===== src/rtl/count_sequencer_pkg.sv =====
// count_sequencer_pkg
//   Shared definitions for the count sequencer: State encodings (also decoded
//   by the display top), number of edge-detected buttons, and the packed
//   button-event bundle passed from the edge detectors to the FSM.
package count_sequencer_pkg;

    localparam logic [1:0] ST_IDLE  = 2'b00;
    localparam logic [1:0] ST_RUN   = 2'b01;
    localparam logic [1:0] ST_PAUSE = 2'b10;
    localparam logic [1:0] ST_DONE  = 2'b11;

    localparam int NUM_KEYS = 3;

    // Bit order matches the {Clear, Stop, Start} key vector in the top.
    typedef struct packed {
        logic clear;
        logic stop;
        logic start;
    } key_evt_t;

endpackage


===== src/rtl/count_sequencer_key_edge.sv =====
// count_sequencer_key_edge
//   Rising-edge detector for one push-button level.
//   Ports:
//     Clock  in   board clock
//     Resetn in   synchronous active-low reset
//     Key    in   button level, active-high
//     Event  out  high in the cycle Key is first seen high
//   The history register resets to 1 so a button held through reset does
//   not produce an event when reset is released.
module count_sequencer_key_edge (
    input  logic Clock,
    input  logic Resetn,
    input  logic Key,
    output logic Event
);

    logic prev;

    always_ff @(posedge Clock) begin
        if (!Resetn) prev <= 1'b1;
        else         prev <= Key;
    end

    // Combinational from the registered history so the FSM reacts at the
    // same edge the press is sampled.
    assign Event = Key & ~prev;

endmodule


===== src/rtl/count_sequencer.sv =====
// count_sequencer
//   Run/stop controller for the 4-bit display counter. Divides the board
//   clock into count ticks, edge-detects Start/Stop/Clear and runs an
//   IDLE/RUN/PAUSE/DONE machine that stops or wraps at Limit.
//   Ports:
//     Clock        in   board clock
//     Resetn       in   synchronous active-low reset
//     Start        in   run/resume button level
//     Stop         in   pause button level
//     Clear        in   clear button level
//     Mode         in   0 = stop at Limit, 1 = wrap to 0 after Limit
//     Limit        in   terminal count, compared at each tick
//     Count        in   counter value fed back from the counter
//     CountEnable  out  one-cycle increment strobe
//     CountClear   out  one-cycle clear strobe
//     Running      out  State == RUN
//     Done         out  State == DONE
//     State        out  IDLE=00 RUN=01 PAUSE=10 DONE=11
module count_sequencer
    import count_sequencer_pkg::*;
#(
    parameter int PRESCALE  = 50000000,
    parameter int PS_WIDTH  = 26,
    parameter int CNT_WIDTH = 4
) (
    input  logic                 Clock,
    input  logic                 Resetn,
    input  logic                 Start,
    input  logic                 Stop,
    input  logic                 Clear,
    input  logic                 Mode,
    input  logic [CNT_WIDTH-1:0] Limit,
    input  logic [CNT_WIDTH-1:0] Count,
    output logic                 CountEnable,
    output logic                 CountClear,
    output logic                 Running,
    output logic                 Done,
    output logic [1:0]           State
);

    logic [NUM_KEYS-1:0] keys;
    logic [NUM_KEYS-1:0] evts;
    key_evt_t            evt;

    assign keys = {Clear, Stop, Start};

    for (genvar i = 0; i < NUM_KEYS; i++) begin : g_key
        count_sequencer_key_edge u_key (
            .Clock  (Clock),
            .Resetn (Resetn),
            .Key    (keys[i]),
            .Event  (evts[i])
        );
    end

    assign evt = key_evt_t'(evts);

    logic [PS_WIDTH-1:0] prescaler;
    logic                tick;
    logic                at_limit;

    assign tick     = (prescaler == PS_WIDTH'(PRESCALE - 1));
    // >= rather than == so a Limit lowered below Count mid-run still ends
    // the run (or wraps) at the next tick.
    assign at_limit = (Count >= Limit);

    always_ff @(posedge Clock) begin
        if (!Resetn) begin
            State       <= ST_IDLE;
            prescaler   <= '0;
            CountEnable <= 1'b0;
            CountClear  <= 1'b0;
        end else begin
            CountEnable <= 1'b0;
            CountClear  <= 1'b0;
            if (evt.clear) begin
                CountClear <= 1'b1;
                prescaler  <= '0;
                State      <= ST_IDLE;
            end else begin
                case (State)
                    ST_IDLE: begin
                        if (evt.start) begin
                            State     <= ST_RUN;
                            prescaler <= '0;
                        end
                    end
                    ST_RUN: begin
                        // Stop beats tick; the prescaler keeps its value so
                        // a resume finishes the interrupted period.
                        if (evt.stop) begin
                            State <= ST_PAUSE;
                        end else if (tick) begin
                            prescaler <= '0;
                            if (!at_limit)  CountEnable <= 1'b1;
                            else if (Mode)  CountClear  <= 1'b1;
                            else            State       <= ST_DONE;
                        end else begin
                            prescaler <= prescaler + PS_WIDTH'(1);
                        end
                    end
                    ST_PAUSE: begin
                        if (evt.start) State <= ST_RUN;
                    end
                    ST_DONE: begin
                        // Restart from zero: clear the counter and the period.
                        if (evt.start) begin
                            State      <= ST_RUN;
                            prescaler  <= '0;
                            CountClear <= 1'b1;
                        end
                    end
                    default: State <= ST_IDLE;
                endcase
            end
        end
    end

    assign Running = (State == ST_RUN);
    assign Done    = (State == ST_DONE);

endmodule


===== config.mk =====
export PLATFORM = sky130hd
export DESIGN_NAME = count_sequencer
export DESIGN_NICKNAME = d
export VERILOG_FILES = /design/src/rtl/count_sequencer_pkg.sv /design/src/rtl/count_sequencer_key_edge.sv /design/src/rtl/count_sequencer.sv
export SDC_FILE = /design/constraint.sdc
export NUM_CORES = 1
export LEC_CHECK = 0
export ABC_AREA = 1
export CORE_MARGIN = 2
export CORE_UTILIZATION = 40
export CTS_CLUSTER_DIAMETER = 200
export DETAILED_ROUTE_END_ITERATION = 6
export SKIP_CTS_REPAIR_TIMING = 1
export SLEW_MARGIN = 20
export SYNTH_ARGS = -nofsm -noshare
export SYNTH_HDL_FRONTEND = slang
export SYNTH_HIERARCHICAL = 1
export SYNTH_SLANG_ARGS = --single-unit

===== constraint.sdc =====
create_clock -name Clock -period 1.9 [get_ports Clock]
set_clock_uncertainty 0.2 [all_clocks]
set_input_delay 0.38 -clock Clock [delete_from_list [all_inputs] [get_ports Clock]]
set_output_delay 0.38 -clock Clock [all_outputs]
set_load 0.005 [all_outputs]

==> results.md, run 1 <==
* Sequential element share of the synthesized area at 32.5%
* Maxcap violations at 0
* CP Class: input pin to register
* Cell count after synthesis at 301
* Clock Pin Slew Worst Setup and Hold Paths at 0.07 ns
* Global-route wire length before repair at 8220 microns
* Sw frac at 28.5%
* Core area at 4820 sq um
* Initial core utilization at 42.2%
* Critical Path RT at 1.87 ns
* 1st-pass router iterations at 4
* Synth area leaders: dfxtp_1, nand2_1, nor2_1, inv_1, nand3_1
* Worst setup SP type: input pin
* Total wire length at 4860 microns
* Initial drt markers at 79
* Worst endpoint data arrival time at 1.82 ns
* CTS Buf Count at 5
* Final-stage net count at 377
* FILL cells at 495
* Vias in the first global route at 1926
* # diodes at 0
* P_sw at 0.462 mW
* Status: complete, no violations
* Die area at 5670 sq um
* IO Count at 20
* Most frequent cells after synthesis: nand2_1, nor2_1, inv_1
* Syn Area/Cell at 6.76 sq um
* Max Buffers Root-to-Sink at 2
* Synthesis Warnings at 6
* Slew Limit Fails at 0
* WHS at 0.281 ns
* Hold Path Stages at 2
* Number of synthesized flops with an enable pin at 0
* Worst path max stage delay at 0.45 ns
* Clock Power Share at 31.0%
* Worst slew margin at 74.2%
* DRC Markers at 0
* Distinct cells, synth at 27
* Routability Congestion at 0.899
* Most frequent cell after synthesis: nand2_1
* Clock Tree Root: clkbuf_8
* Share of layout cells above drive strength 1 at 21.6%
* Asr flop ratio synth at 0%
* R2r worst-path depth at 8
* Multi-input gate area at 1200 sq um
* Area of the mapped netlist at 2030 sq um
* Post-route ant nets at 0
* Global-route usage over all layers at 18.9%
* Die width at 75.3 microns
* Yosys top cell area share at 32.5%
* Die Ht at 75.3 microns
* CP Cell Sequence: clkdlybuf4s50_1 -> inv_1 -> nor2_2 -> inv_1 -> nand2_1 -> nand3b_4 -> buf_4 -> nor2_1 -> xor2_1 -> nor2_2
* Dpl hpwl at 3790 microns
* Largest net degree at the start of global routing at 16
* Max frequency at 539 MHz
* I/O Buffers at 19
* Routed vias/inst at 4.79
* Sequential Power Share at 44.1%
* RSZ-0062 raised after global routing: true
* Final Setup Violations at 0
* Synth Register Bits at 33
* Synth Net Count at 323
* Minimum clock period at 1.85 ns
* Vias at 2027
* CTS Sinks at 33
* Worst Setup End Kind: register
* Clk_lat worst skew at 0.28 ns
* Combinational power share at 24.9%
* Final Total Pwr at 1.62 mW
* Worst-Margin Slew at 0.385 ns
* Internal Power at 1.16 mW
* Register area at 663 sq um
* CP max stage cell: clkdlybuf4s50_1
* CP max FO at 9
* Post-synthesis cell type with the largest combined area: dfxtp_1
* H-tree levels at 2
* Pwr/cell area at 614 nW/um^2
* Area Overhead vs Synth at 30.1%
* Hold WC Path Type: register to register
* DR WL/cell at 11.5 microns
* Fin. Hold Viols at 0
* Remaining Overflow, GRT at 0
* Ys flop type: dfxtp_1
* FP Rows at 25
* Period Utilization, post-route at 97.6%
* Pleak at 1.12 nW
* CTS tree: built
* Initial antenna violation count at 0
* Worst IR Drop VDD at 0.000471 V
## power groups by stage
| stage | clock, mW | sequential (mW) | combinational [mW] |
|---|---|---|---|
| after global routing | 0.555 | 0.717 | 0.442 |
| after detailed placement | 0 | 0.730 | 0.393 |
| after global placement | 0 | 0.730 | 0.389 |
| after CTS | 0.524 | 0.715 | 0.394 |
| after floorplan | 0 | 0.732 | 0.222 |
| final | 0.504 | 0.716 | 0.404 |
## metrics by stage
step / utilization [%] / setup slack [ns] / std cells / setup TNS, ns / cell area [sq um]
6_report: 54.9 / 0.0460 / 423 / 0 / 2650
5_1_grt: 54.9 / -0.0483 / 423 / -0.328 / 2650
4_1_cts: 54.0 / -0.209 / 423 / -0.396 / 2600
3_5_place_dp: 52.3 / -0.315 / 415 / -7.85 / 2520
3_3_place_gp: 52.3 / -0.280 / 415 / -7.14 / 2520
2_1_floorplan: - / 0.0795 / 301 / 0 / 2030
## logic make-up (layout without fill, tap and decap cells)
group	after synthesis	after routing	synth area share, %
flip-flops	33	33	32.5
AND/OR/NAND/NOR	183	183	41.9
AO/OA/AOI/OAI	19	19	5.04
buffers and inverters	46	101	10.5
adder cells (fa/ha/maj)	8	8	4.92
XOR/XNOR	12	12	5.17
## state kept, by name, indices dropped and copies added (netlist names)
register / count
g_key.u_key/prev: 3
CountClear: 1
State: 2
CountEnable: 1
prescaler: 26
## cells in the final DEF, fill, tap and decap left out, drive strengths merged, types with 8 or more instances in the layout
cell,synthesis,final
nor2,68,68
nand2,65,65
inv,42,42
dfxtp,33,33
buf,4,32
nand3,27,27
clkdlybuf4s50,0,17
xor2,11,11
nor3,10,10
nand4,10,10
a21oi,10,10
ha,8,8
clkbuf,0,8
## critical path, delay by kind of cell
family,cells,cell delay [ns]
and+or+nand+nor,5,0.50
xor gates and xnor gates,1,0.19
buffers and inverters,4,0.76
## routing by layer
layer / vias up / wire [microns] / global-route usage [%]
met1: 918 / 2290 / 23.4
met2: 41 / 2320 / 32.4
met3: 11 / 167 / 3.57
li1: 1057 / - / -
met5: - / 0 / 0
met4: 0 / 89 / 7.80
## worst paths after layout
kind | slack, ns | startpoint | to
worst min-delay path | 0.28 | State[0] | State[0]
worst min register to register | 0.28 | State[0] | State[0]
worst max-delay path | 0.05 | Start | prescaler[3]
worst max register to register | 0.09 | State[0] | prescaler[3]
## area by class of cell
class                      instances  area share [%]
sequential                        33            25.1
tap                               67            3.17
timing repair buffer              51            17.4
inverter                          42            6.15
multi-input combinational        222            45.2
clock buffer                       8            3.03
No activity file was read; power rests on OpenSTA's default activity.
==> run 2, diff against run 1 <==
--- a/config.mk
+++ b/config.mk
@@ -7,9 +7,10 @@
 export LEC_CHECK = 0
 export ABC_AREA = 1
 export CORE_MARGIN = 2
-export CORE_UTILIZATION = 40
+export CORE_UTILIZATION = 50
 export CTS_CLUSTER_DIAMETER = 200
 export DETAILED_ROUTE_END_ITERATION = 6
+export PLACE_DENSITY = 0.71
 export SKIP_CTS_REPAIR_TIMING = 1
 export SLEW_MARGIN = 20
 export SYNTH_ARGS = -nofsm -noshare
==> results.md, run 2 (synthesized netlist as in run 1, its figures left out) <==
* Routability Congestion at 0.874
* CP Class: input pin to register
* DR WL/cell at 11.9 microns
* Post-route ant nets at 0
* Reg2reg end: prescaler[3]
* Final Setup Violations at 0
* Global-route usage over all layers at 23.6%
* CTS Buf Count at 5
* DRC Markers at 0
* H-tree levels at 2
* 1st-pass router iterations at 4
* Minimum clock period at 1.86 ns
* Pwr/cell area at 619 nW/um^2
* Die Ht at 67.8 microns
* Max reg flops at 26
* Initial antenna violation count at 0
* Critical Path RT at 1.88 ns
* R2r worst-path depth at 8
* Total wire length at 4810 microns
* CTS Sinks at 33
* Worst hold start: prescaler[0]
* Core area at 3970 sq um
* Dpl hpwl at 3800 microns
* Worst Setup End Kind: register
* Period Utilization, post-route at 97.7%
* Routed vias/inst at 5.04
* Highest-count cells in the layout ignoring fill and taps: nand2_1, nor2_1, inv_1
* I/O Buffers at 19
* Remaining Overflow, GRT at 0
* IO Count at 20
* Vias at 2040
* Worst-Margin Slew at 0.351 ns
* Slew Limit Fails at 0
* Max Buffers Root-to-Sink at 2
* CP max FO at 9
* Area Overhead vs Synth at 28.6%
* Clock Tree Root: clkbuf_8
* Hold WC Path Type: register to register
* Fin. Hold Viols at 0
* Maxcap violations at 0
* Pleak at 1.12 nW
* FILL cells at 350
* Final Total Pwr at 1.62 mW
* FP Rows at 23
* Biggest register: prescaler
* Top Usage Layer GRT: met2
* CTS tree: built
* Vias in the first global route at 1949
* Worst IR Drop VDD at 0.000404 V
* RSZ-0062 raised after global routing: true
* Clock Pin Slew Worst Setup and Hold Paths at 0.08 ns
* Reg2Reg Launch Point: State[0]
* Met2 Usage GRT at 40.9%
* Clk_lat worst skew at 0.29 ns
* Final-stage net count at 376
* Largest net degree at the start of global routing at 17
* Worst slew margin at 76.5%
* Grt met3 use at 5.50%
* Max frequency at 539 MHz
* Share of layout cells above drive strength 1 at 22.8%
* R2R setup slack at 0.06 ns
* Hold Path Stages at 2
* Global-route wire length before repair at 8210 microns
* Met1 Usage GRT at 28.3%
* Worst setup SP type: input pin
* Total Neg Setup Slack at 0 ns
* Most common cell after layout, fill and taps aside: nand2_1
* Initial core utilization at 51.2%
* Status: complete, no violations
* Worst endpoint data arrival time at 1.84 ns
* # diodes at 0
* Die width at 67.8 microns
* Die area at 4590 sq um
* Initial drt markers at 92
* Biggest registers after layout: prescaler x26, g_key.u_key/prev x3, State x2
* Worst hold path endpoint: prescaler[0]
==> run 2: critical path, cell delays in order <==
cell             delay (ns)
clkdlybuf4s50_1        0.45
inv_1                  0.05
nor2_2                 0.10
inv_2                  0.05
nand2_2                0.07
nand3b_4               0.15
buf_4                  0.21
nor2_1                 0.12
xor2_1                 0.19
nor2_2                 0.06
==> run 2: layout make-up <==
cell class / count / area [sq um] / area share (%)
clock buffers: 5 / 68.8 / 2.63
well taps: 50 / 62.6 / 2.39
repair buffers: 50 / 440 / 16.8
inverters: 42 / 163 / 6.22
flip-flops and latches: 33 / 664 / 25.4
clock inverters: 3 / 17.5 / 0.670
multi-input cells: 222 / 1200 / 45.9
==> run 2: report_power, final <==
group | switching (mW) | internal (mW)
Combinational | 0.206 | 0.178
Clock | 0.264 | 0.252
Sequential | 0.0112 | 0.708
Total | 0.481 | 1.14
==> run 2: metrics by stage <==
| stage | util (%) | worst slack, ns | area, sq um | hold slack, ns | std cells |
|---|---|---|---|---|---|
| floorplan | - | 0.0795 | 2030 | 0.249 | 301 |
| global placement | 62.3 | -0.275 | 2470 | 0.274 | 396 |
| detailed placement | 62.3 | -0.283 | 2470 | 0.283 | 396 |
| CTS | 64.4 | -0.213 | 2560 | 0.294 | 404 |
| global route | 65.9 | -0.0821 | 2620 | 0.295 | 405 |
| finish | 65.9 | 0.0445 | 2620 | 0.284 | 405 |
==> run 2: worst max path at each step <==
stage | startpoint | end | slack [ns]
floorplan | State[0] | prescaler[12] | 0.08
global placement | Start | prescaler[19] | -0.27
detailed placement | Start | prescaler[22] | -0.28
CTS | State[0] | Running | -0.21
global route | Start | prescaler[15] | -0.08
finish | Start | prescaler[3] | 0.04
==> run 2: metal layers <==
| metal | wire (microns) | up-vias |
|---|---|---|
| li1 | - | 1057 |
| met1 | 2170 | 935 |
| met2 | 2370 | 38 |
| met3 | 166 | 10 |
| met4 | 106 | 0 |
| met5 | 0 | - |
==> RTL edit 1: new RTL, config.mk and constraints of run 2 <==
Set the parameter `PRESCALE` to 37500000 (it was 50000000).
--- a/src/rtl/count_sequencer.sv
+++ b/src/rtl/count_sequencer.sv
@@ -19,7 +19,7 @@
 module count_sequencer
     import count_sequencer_pkg::*;
 #(
-    parameter int PRESCALE  = 50000000,
+    parameter int PRESCALE  = 37500000,
     parameter int PS_WIDTH  = 26,
     parameter int CNT_WIDTH = 4
 ) (
Function: no difference found for any inputs over 10 cycles, from zero or initial values and one cycle with Resetn low; that may be too few to reach the edited logic, so the function may still have changed.
==> RTL edit 1 against run 2 <==
- total power down 0.40%
- routed wire length is 1.8% higher
- die area shrank 2.7%
- fmax shrank 0.65%
- largest cell class unchanged
- cell area decreased by 1.3%
- setup slack lost 0.012 ns
- sequential cell count did not move
- synthesized area decreased by 2.9%
- highest routed layer unchanged
==> RTL edit 1: results (changes against run 2) <==
[final_layout]
multi_input_area_share_pct=46.92  ; was 45.86%
nonClkBufAreaFrac_pct=15.71  ; was 16.83%
register_area_um2=670.6  ; was 664.4 um^2
nets=369  ; was 376
drive_gt1_share_pct=20.11  ; was 22.82%

[worst_setup_path]
r2r_setup_slack_ns=0.03  ; was 0.06 ns
timing_worst_setup_path_type=reg2reg  ; was in2reg
cp_slowest_cell=dfxtp_4  ; was clkdlybuf4s50_1
path_max_fanout=8  ; was 9
slowest_delay_ns=0.36  ; was 0.45 ns
cp_top_family=simple AND/OR/NAND/NOR gates  ; was buffers and inverters

[power]
switching_share_pct=29.02  ; was 29.69%
leakagePower_nw=1.062  ; was 1.118 nW

[place]
hpwl_mm=3.596  ; was 3.802 mm
dp_slack_ns=-0.2891  ; was -0.2828 ns
placedCellCount=385  ; was 396

[global_routing]
grt_pass1_vias=1791  ; was 1949

[synth]
seq_area_frac_synth_pct=33.44  ; was 32.47%
synth_common_cells=nand2_1 (66), nor2_1 (57), inv_1 (40)  ; was nand2_1 (58), nor2_1 (50), inv_1 (41)
synth.area.top_cells=dfxtp_1 (33%), nand2_1 (13%), nor2_1 (11%)  ; was dfxtp_1 (32%), nand2_1 (11%), nor2_1 (9.2%)

[run_status]
status=finished, final reports clean  ; unchanged

[min_path]
holdPathEnd=g_key[0].u_key/prev$_SDFF_PN1_  ; was prescaler[0]$_SDFFE_PP0P_
hold_depth=4  ; was 2

[routing]
drt_iter0_markers=160  ; was 92

[sta]
fin_crit_sh_pct=98.30  ; was 97.66%

RTL edit 1: cell count changes in the layout (fill, tap and decap cells not counted), sizes merged, moves of 3 or more:
cell and delta:
clkbuf +3, nand2 +6, nand4 +4, buf -6, nor3 -5, nand3 -6
RTL edit 1: kinds of logic after synthesis:
group                      Yosys count  synth area share [%]
buffers and inverters               46                 9.816
xor gates and xnor gates            14                 6.207
DFF                                 33                 33.44
AOI/OAI and AO/OA                   19                 5.003
and+or+nand+nor                    181                 40.47
adders and majority gates            8                 5.067
RTL edit 1: metal layers:
| layer | up-vias | routed length (um) | GRT usage, % |
|---|---|---|---|
| li1 | 1041 | - | - |
| met1 | 915 | 2239 | 31.01 |
| met2 | 69 | 2230 | 35.25 |
| met3 | 10 | 351 | 6.588 |
| met4 | 0 | 79 | 8.163 |
| met5 | - | 0 | 0 |
==> RTL edit 2: new RTL, config.mk and constraints of run 2 <==
Made on the original files. Register the input `Mode` before use, cleared by the reset. The logic sees it one clock later. The other inputs are not delayed to match.
--- a/src/rtl/count_sequencer.sv
+++ b/src/rtl/count_sequencer.sv
@@ -37,6 +37,16 @@
     output logic                 Done,
     output logic [1:0]           State
 );
+
+    logic Mode_q;
+
+    always_ff @(posedge Clock) begin
+        if (!Resetn) begin
+            Mode_q <= '0;
+        end else begin
+            Mode_q <= Mode;
+        end
+    end
 
     logic [NUM_KEYS-1:0] keys;
     logic [NUM_KEYS-1:0] evts;
@@ -93,7 +103,7 @@
                         end else if (tick) begin
                             prescaler <= '0;
                             if (!at_limit)  CountEnable <= 1'b1;
-                            else if (Mode)  CountClear  <= 1'b1;
+                            else if (Mode_q)  CountClear  <= 1'b1;
                             else            State       <= ST_DONE;
                         end else begin
                             prescaler <= prescaler + PS_WIDTH'(1);
Formal check against the unedited RTL: same outputs for any inputs over 10 cycles, from zero or initial values and one cycle with Resetn low; that may be too few to reach the edited logic, so the function may still have changed.
==> RTL edit 2 against run 2 <==
- the flow now finishes with violations (negative setup slack)
- cell area is 4.6% higher
- worst hold slack worse by 0.18 ns
- setup slack worse by 0.095 ns
- routed wire length is 0.21% lower
- non-clock buffer count is 5 lower
- register-to-register slack worse by 0.11 ns
- synthesized cell count is 1.0% lower
- utilization is 3.6 points higher
- sequential cell count is 1 higher
- total power is 6.9% higher
- synthesized area is 0.43% lower
- critical endpoint is now prescaler[25]$_SDFFE_PP0P_
- largest cell class unchanged
==> RTL edit 2: results (changes against run 2) <==
[routing]
drt_iter0_markers=131  ; was 92
wl_per_cell_um=12.04  ; was 11.88 um
drtAntennaViolNets=0  ; unchanged
dr.pass1.iters=4  ; unchanged
wirelength_mm=4.802  ; was 4.812 mm
via_per_inst=4.992  ; was 5.037

[final_layout]
antenna_cells=0  ; unchanged
nets=370  ; was 376
drive_gt1_share_pct=26.65  ; was 22.82%
top_regs=prescaler: 26 flops, g_key.u_key/prev: 3 flops, State: 2 flops  ; unchanged

[synth]
synth_edf_count=0  ; unchanged
synthAdderAreaFrac_pct=4.941  ; was 4.920%
muxShareOfSynthArea_pct=0  ; unchanged
synth_cell_type_count=31  ; was 27
syn_nets=320  ; was 323
async_reset_ff_share_pct=0  ; unchanged
synth_common_cells=nand2_1 (64), nor2_1 (46), inv_1 (40)  ; was nand2_1 (58), nor2_1 (50), inv_1 (41)
synth_xor_area_share_pct=3.891  ; was 5.166%
synth_compound_area_share_pct=5.806  ; was 5.043%
syn_inst=298  ; was 301
seq_area_frac_synth_pct=33.60  ; was 32.47%
synth.area.top_cells=dfxtp_1 (34%), nand2_1 (12%), nor2_1 (8.5%)  ; was dfxtp_1 (32%), nand2_1 (11%), nor2_1 (9.2%)

[power]
comb_power_share_pct=24.4  ; was 23.7%
p_clk_uw=566  ; was 516 uW
comb-power_uw=423  ; was 385 uW
ir_drop_uv=401.3  ; was 404.3 uV
leakagePower_nw=1.114  ; was 1.118 nW
switching_power_uw=518.1  ; was 480.9 uW

[worst_setup_path]
reg2reg_depth=11  ; was 8
path_max_fanout=5  ; was 9
cp_slowest_cell=dfxtp_2  ; was clkdlybuf4s50_1
slowest_delay_ns=0.35  ; was 0.45 ns

[min_path]
hold_depth=3  ; was 2
hp-class=in2reg  ; was reg2reg

[global_routing]
grt_util_met1_pct=27.35  ; was 28.30%
antenna_found_initial=0  ; unchanged
grt_pass1_vias=1793  ; was 1949
grt.met3_usage_pct=5.333  ; was 5.500%
grt_max_degree=20  ; was 17
grt_pass1_wl_mm=7.569  ; was 8.211 mm
use_met2_pct=35.78  ; was 40.93%
grt_usage_pct=22.00  ; was 23.59%

[clocking]
numCtsBuffers=5  ; unchanged
cts_root_buf=clkbuf_8  ; unchanged
path_clk_slew_ns=0.07
htree_levels=2  ; unchanged

[place]
placedCellCount=383  ; was 396
hpwl_mm=3.332  ; was 3.802 mm
gp_congestion=0.8853  ; was 0.8735
io_buffers=19  ; unchanged
dp_slack_ns=-0.3967  ; was -0.2828 ns
placed_area_um2=2409  ; was 2472 um^2

[sta]
finalSetupViolCount=4  ; was 0
fin_ws_ns=-0.05028  ; was 0.04450 ns
hold_slack_ns=0.1086  ; was 0.2844 ns
tightest_slew_ns=0.4305  ; was 0.3513 ns
tns_ns=-0.1320  ; was 0 ns

[run_status]
violations=negative setup slack
status=finished, violations left  ; was finished, final reports clean

## RTL edit 2: changes by cell type after synthesis, sizes merged, moves of 3 or more
cell | run 2 | this run
nand2 | 65 | 72
xor2 | 11 | 7
nand4 | 10 | 6
nor2 | 68 | 65
a21oi | 10 | 13
nand3 | 27 | 23
nor3 | 10 | 7
## RTL edit 2: critical path: cells and delay by family (launching register included)
kind	cells	cell delay [ns]
buf+inv	2	0.22
fa+ha+maj	1	0.24
simple gates	8	0.85
flops	1	0.35
## RTL edit 2: cell type report
| class | count | area [um^2] |
|---|---|---|
| multi-input combinational | 220 | 1318 |
| fill | 305 | 1205 |
| sequential | 34 | 688.2 |
| timing repair buffer | 45 | 416.7 |
| inverter | 42 | 157.7 |
| clock buffer | 6 | 82.58 |
| tap | 50 | 62.56 |
| clock inverter | 2 | 12.51 |
## RTL edit 2: cells by family after synthesis
logic type,Yosys count
adders and majority gates,8
and+or+nand+nor,180
buffers and inverters,45
DFF,34
xor gates and xnor gates,9
AOI/OAI and AO/OA,22
## RTL edit 2: metal layers
| metal | vias up | part of all wire [%] |
|---|---|---|
| li1 | 1041 | - |
| met1 | 872 | 45 |
| met2 | 67 | 48 |
| met3 | 12 | 5.5 |
| met4 | 0 | 1.8 |
| met5 | - | 0 |
## RTL edit 2: path summary, 6_finish.rpt
kind | startpoint | endpoint
worst min-delay path | Stop | g_key[1].u_key/prev$_SDFF_PN1_
worst max-delay path | State[0]$_SDFFE_PP0P_ | prescaler[25]$_SDFFE_PP0P_
worst min register to register | prescaler[1]$_SDFFE_PP0P_ | prescaler[1]$_SDFFE_PP0P_
worst max register to register | State[0]$_SDFFE_PP0P_ | prescaler[25]$_SDFFE_PP0P_
